`src/rtl/ama_riscv_fetch_unit.sv`:
```
// Instruction fetch stage: issues 1-cycle-latency IMEM reads into a small fetch buffer
// and feeds inst_id/pc_id to decode, honouring stall, clear and PC redirects.
module ama_riscv_fetch_unit #(
  parameter logic [31:0] RESET_VEC = 32'h0000_0000,
  parameter int          FB_DEPTH  = 2,
  parameter logic [31:0] NOP_INST  = 32'h0000_0013
) (
  input  logic        clk,
  input  logic        rst,
  input  logic [1:0]  pc_sel,
  input  logic        pc_we,
  input  logic [31:0] alu_out,
  input  logic        stall_if,
  input  logic        clear_if,
  output logic        imem_req,
  output logic [29:0] imem_addr,
  input  logic        imem_rvalid,
  input  logic [31:0] imem_rdata,
  output logic [31:0] inst_id,
  output logic [31:0] pc_id,
  output logic        inst_valid_id
);

  localparam logic [1:0] PC_SEL_ALU        = 2'd1;
  localparam logic [1:0] PC_SEL_START_ADDR = 2'd2;
  localparam int         PW                = $clog2(FB_DEPTH);
  localparam int         CW                = PW + 1;
  localparam logic [CW-1:0] DEPTH_C        = CW'(FB_DEPTH);

  logic [31:0]   fetch_pc_q, fetch_pc_d;
  logic [31:0]   req_pc_q, req_pc_d;
  logic          outst_q, drop_q;
  logic [PW-1:0] wr_ptr_q, wr_ptr_d, rd_ptr_q, rd_ptr_d;
  logic [CW-1:0] count_q, count_d, occ;
  logic [31:0]   fb_pc_q   [FB_DEPTH];
  logic [31:0]   fb_inst_q [FB_DEPTH];
  logic [31:0]   inst_id_q, inst_id_d, pc_id_q, pc_id_d;
  logic          valid_q, valid_d;

  logic          redirect, issue, rsp_ok, advance, pop, bypass, push;
  logic [31:0]   target;

  always_comb begin
    redirect = (pc_sel == PC_SEL_ALU) || (pc_sel == PC_SEL_START_ADDR);
    target   = (pc_sel == PC_SEL_ALU) ? alu_out : RESET_VEC;
    occ      = count_q + CW'(outst_q);
    issue    = !rst && !redirect && pc_we && (occ < DEPTH_C);
    // A response landing in the redirect cycle belongs to the old path.
    rsp_ok   = imem_rvalid && !drop_q && !redirect;
    advance  = !redirect && !stall_if && !clear_if;
    pop      = advance && (count_q != '0);
    bypass   = advance && (count_q == '0) && rsp_ok;
    push     = rsp_ok && !bypass;
  end

  always_comb begin
    fetch_pc_d = fetch_pc_q;
    req_pc_d   = req_pc_q;
    wr_ptr_d   = wr_ptr_q;
    rd_ptr_d   = rd_ptr_q;
    count_d    = count_q;
    inst_id_d  = inst_id_q;
    pc_id_d    = pc_id_q;
    valid_d    = valid_q;
    if (redirect) begin
      fetch_pc_d = target;
      wr_ptr_d   = '0;
      rd_ptr_d   = '0;
      count_d    = '0;
      inst_id_d  = NOP_INST;
      valid_d    = 1'b0;
    end else begin
      if (issue) begin
        fetch_pc_d = fetch_pc_q + 32'd4;
        req_pc_d   = fetch_pc_q;
      end
      if (push) wr_ptr_d = wr_ptr_q + 1'b1;
      if (pop)  rd_ptr_d = rd_ptr_q + 1'b1;
      count_d = count_q + CW'(push) - CW'(pop);
      if (!stall_if) begin
        if (clear_if) begin
          inst_id_d = NOP_INST;
          valid_d   = 1'b0;
        end else if (pop) begin
          inst_id_d = fb_inst_q[rd_ptr_q];
          pc_id_d   = fb_pc_q[rd_ptr_q];
          valid_d   = 1'b1;
        end else if (bypass) begin
          inst_id_d = imem_rdata;
          pc_id_d   = req_pc_q;
          valid_d   = 1'b1;
        end else begin
          inst_id_d = NOP_INST;
          valid_d   = 1'b0;
        end
      end
    end
  end

  always_ff @(posedge clk) begin
    if (rst) begin
      fetch_pc_q <= RESET_VEC;
      req_pc_q   <= RESET_VEC;
      outst_q    <= 1'b0;
      drop_q     <= 1'b1;
      wr_ptr_q   <= '0;
      rd_ptr_q   <= '0;
      count_q    <= '0;
      inst_id_q  <= NOP_INST;
      pc_id_q    <= RESET_VEC;
      valid_q    <= 1'b0;
    end else begin
      fetch_pc_q <= fetch_pc_d;
      req_pc_q   <= req_pc_d;
      outst_q    <= issue;
      drop_q     <= redirect;
      wr_ptr_q   <= wr_ptr_d;
      rd_ptr_q   <= rd_ptr_d;
      count_q    <= count_d;
      inst_id_q  <= inst_id_d;
      pc_id_q    <= pc_id_d;
      valid_q    <= valid_d;
      assert (!(push && (count_q == DEPTH_C)));
    end
  end

  always_ff @(posedge clk) begin
    if (push && !rst) begin
      fb_pc_q[wr_ptr_q]   <= req_pc_q;
      fb_inst_q[wr_ptr_q] <= imem_rdata;
    end
  end

  assign imem_req      = issue;
  assign imem_addr     = fetch_pc_q[31:2];
  assign inst_id       = inst_id_q;
  assign pc_id         = pc_id_q;
  assign inst_valid_id = valid_q;

endmodule

```
`config.mk`:
```
export PLATFORM = sky130hd
export DESIGN_NAME = ama_riscv_fetch_unit
export DESIGN_NICKNAME = d
export VERILOG_FILES = /design/src/rtl/ama_riscv_fetch_unit.sv
export SDC_FILE = /design/constraint.sdc
export NUM_CORES = 1
export LEC_CHECK = 0
export ABC_AREA = 1
export CAP_MARGIN = 20
export CORE_ASPECT_RATIO = 0.5
export CORE_MARGIN = 4
export CORE_UTILIZATION = 40
export DETAILED_ROUTE_END_ITERATION = 7
export GPL_ROUTABILITY_DRIVEN = 0
export GPL_TIMING_DRIVEN = 0
export PLACE_DENSITY = 0.69
export SYNTH_ARGS = -nofsm -noshare
export SYNTH_HDL_FRONTEND = slang
export SYNTH_SLANG_ARGS = --single-unit
```
`constraint.sdc`:
```
create_clock -name clk -period 8.6 [get_ports clk]
set_clock_uncertainty 0.1 [all_clocks]
set_input_delay 0.86 -clock clk [delete_from_list [all_inputs] [get_ports clk]]
set_output_delay 0.86 -clock clk [all_outputs]
set_load 0.03 [all_outputs]
```
==> flow_summary.toml <==
[clocking]
worstSkewPairLatency_ps = 530
cts_made_buffers = 25
post_cts_buffers = 0
hold_buffers = 0
tritoncts = "yes"
clockRootBuffer = "clkbuf_16"
path_clk_slew_ps = 70
cts_repair_resize_count = 0
h-tree-depth = 1
maximum_clock_insertion_buffer_count = 3
clock_sinks = 264

[sta]
setup_ws_ps = 3812
finalCriticalPeriod_ps = 4788
worstMarginPinSlew_ps = 978.0
rsz0062_at_grt = "no"
finalSetupViolations = 0
fmax_mhz = 208.9
fraction_of_the_cycle_the_final_worst_path_needs_pct = 55.67
maxSlewViolCount = 0
timing.slew.headroom_pct = 34.44
hold_viol_final = 0

[placement]
place.detailed.instances = 1709
dpl.hpwl_um = 22940
portBuffers = 167
post-place-ws_ps = 3852

[power]
cellInternalPower_mw = 2.167
power.static_leakage_nw = 5.150
netSwitchingFraction_pct = 23.59
share_seq_of_total_power_pct = 48.8
power.share.clock_pct = 41.9
power.net_switching_mw = 0.6693
power-per-cell-area_nw_per_um2 = 197.4
combPwrFrac_pct = 9.3
peakVddDrop_mv = 0.1214

[synth]
yosysWarningCount = 0
synth-edff-count = 128
ys.flop_type = "dfxtp_1"
synthesis.nets = 1232
postSynthAreaPerCell_um2 = 9.676
synth_cell_types = 33
netlist.area_leader.share_pct = 34.39
synth.ff_latch_count = 264
synthCells = 1155
syn-cell-area_um2 = 11180
synth_area_leader_cell = "edfxtp_1"
synth_area_leaders = "edfxtp_1, dfxtp_1, nand2_1, o21ai_0, a21oi_1"
post_synthesis_sequential_area_ratio_pct = 58.76
fraction_of_registers_with_async_set_reset_pct = 0

[finish]
area_growth_pct = 28.62
layout.cells.non_filler = 1755
n_fill_cell = 2400
num-nets-final = 1439
multi_input_area_um2 = 3795
seqCellArea_um2 = 6566
diodes = 0
layout-drive-gt1-share_pct = 11.37

[die]
dieWidth_um = 244.4
initial_utilization_pct = 41.46
die_area_um2 = 30840
design.core.area_um2 = 26960
boundaryPins = 168
chipHeight_um = 126.2
fp-row-count = 42

[critical_path]
setup.worst_path.start_class = "primary input"
critPathMaxFanout = 10
worst_path_dominant_cell_family = "buffers and inverters"
endpoint_kind = "output pin"
critical-path-top-cell-by-count = "clkdlybuf4s50_1"
cpMaxStageDelayCell = "clkdlybuf4s50_1"
crit_path_max_incr_delay_ps = 790
worst-path-buf-inv = 6
criticalPathCategory = "in -> out"
crit_chain = "clkdlybuf4s50_1 -> inv_1 -> ha_1 -> buf_4 -> nand2_2 -> nor2_2 -> nand3_2 -> clkinv_1 -> clkbuf_1 -> clkdlybuf4s50_1"
cp.arrival_ps = 3830
r2r.worst_path.cells = 7
required_ps = 7640
crit_cells = 10

[routing]
drt_first_iter_violations = 823
average_via_count_per_standard_cell = 5.229
drt-pass1-iter-count = 6
topRoutingLayerUsed = "met4"
met3_length_um = 1810
drt-wirelength-per-cell_um = 18.43
finalWirelength_um = 32350
drt-met1-wl_um = 13760
met2_length_um = 15720
routed_antenna_nets = 0
drc = 0
routed-via-count = 9177

[grt]
antenna_found_initial = 0
grt_max_degree = 16
globalRoute.totalOverflow = 0
grt_pass1_vias = 9039
grt_usage_pct = 20.37
first_pass_grt_wire_length_um = 50310

[flow_run]
maximum_capacitance_violations = 0

[hold_path]
hold_path_class = "reg -> reg"
cells_on_worst_hold_path = 1

[status]
outcome = "finished, final reports clean"
final timing paths:
kind                         start                         end  slack [ps]
max                      pc_sel[0]                    imem_req        3810
min          rd_ptr_q$_SDFFE_PP0N_                        flop         360
max reg2reg  count_q[1]$_SDFF_PP0_  fb_inst_q[1][18]$_DFFE_PP_        5910
min reg2reg  rd_ptr_q$_SDFFE_PP0N_                        flop         360
Yosys cell counts, drive strengths merged, types with 2 or more instances:
cell type / count
a21oi: 77
a31oi: 33
and2: 2
buf: 58
clkbuf: 39
clkinv: 2
dfxtp: 136
edfxtp: 128
ha: 5
inv: 76
mux2: 32
mux2i: 29
nand2: 233
nand3: 35
nand4: 31
nor2: 81
nor3: 4
o211ai: 31
o21ai: 112
or2: 4
xnor2: 4
flip-flops by register name, indices dropped and copies added, names as in the netlist, named ones only:
name	count
inst_valid_id	1
wr_ptr_q	1
rd_ptr_q	1
fb_pc_q	64
outst_q	1
drop_q	1
pc_id	32
fb_inst_q	64
inst_id	32
fetch_pc_q	32
req_pc_q	32
count_q	2
per-stage QoR:
step           hold WS (ps)  util [%]  setup TNS (ps)  power, mW  cell area, um2
6_report              359.3     53.32               0      2.837           14370
5_1_grt               393.4     53.32               0      2.933           14370
4_1_cts               357.7     53.32               0      2.854           14370
3_5_place_dp          349.1     50.00               0      1.671           13480
3_3_place_gp          337.3     49.39         -287010      1.664           13320
2_1_floorplan         324.5         -               0      1.545           11180
worst register-to-register path: cells and delay by family (launching register included):
kind,cells,cell delay (ps)
and+or+nand+nor,4,1200
buffers and inverters,3,710
DFF,1,390
cells by family (layout without fill, tap and decap cells):
group,count (synthesis),in the layout,synth area share (%)
flip-flops,264,264,58.76
multiplexers,61,61,5.822
XOR/XNOR,4,4,0.3134
buffers and inverters,175,401,7.378
AND/OR/NAND/NOR,391,391,14.64
adder cells (fa/ha/maj),5,5,0.5598
AO/OA/AOI/OAI,255,255,12.53
layout by cell type (no fill, tap or decap), types with 23 or more instances in the layout:
master,instances
nand3_1,34
inv_1,73
edfxtp_1,128
a21oi_1,77
mux2i_1,29
nand4_1,31
clkdlybuf4s50_1,167
a31oi_1,33
nor2_1,80
clkbuf_1,44
dfxtp_1,136
o21ai_0,92
nand2_1,231
buf_4,33
o211ai_1,31
buf_2,23
clkbuf_16,28
mux2_2,32
routing by layer:
layer | global-route usage, % | vias to the layer above
met3 | 3.611 | 70
met2 | 35.04 | 322
li1 | - | 4387
met5 | 0 | -
met4 | 6.370 | 0
met1 | 26.36 | 4398
area by class of cell:
cell class,count,area share [%]
Timing Repair Buffer,180,12.70
Inverter,78,2.037
Multi-Input combinational cell,716,26.40
Clock buffer,36,5.292
Clock inverter,10,0.9314
Buffer,97,3.700
Sequential cell,264,45.68
Tap cell,374,3.256
power by group through the flow:
stage                     Combinational [mW]  Sequential [mW]  Clock (mW)
after floorplan                        0.141             1.40           0
after CTS                              0.263             1.38        1.21
after global routing                   0.285             1.39        1.26
after detailed placement               0.261             1.41           0
final                                  0.263             1.38        1.19
after global placement                 0.254             1.41           0
Power figures use the tool's default switching activity.
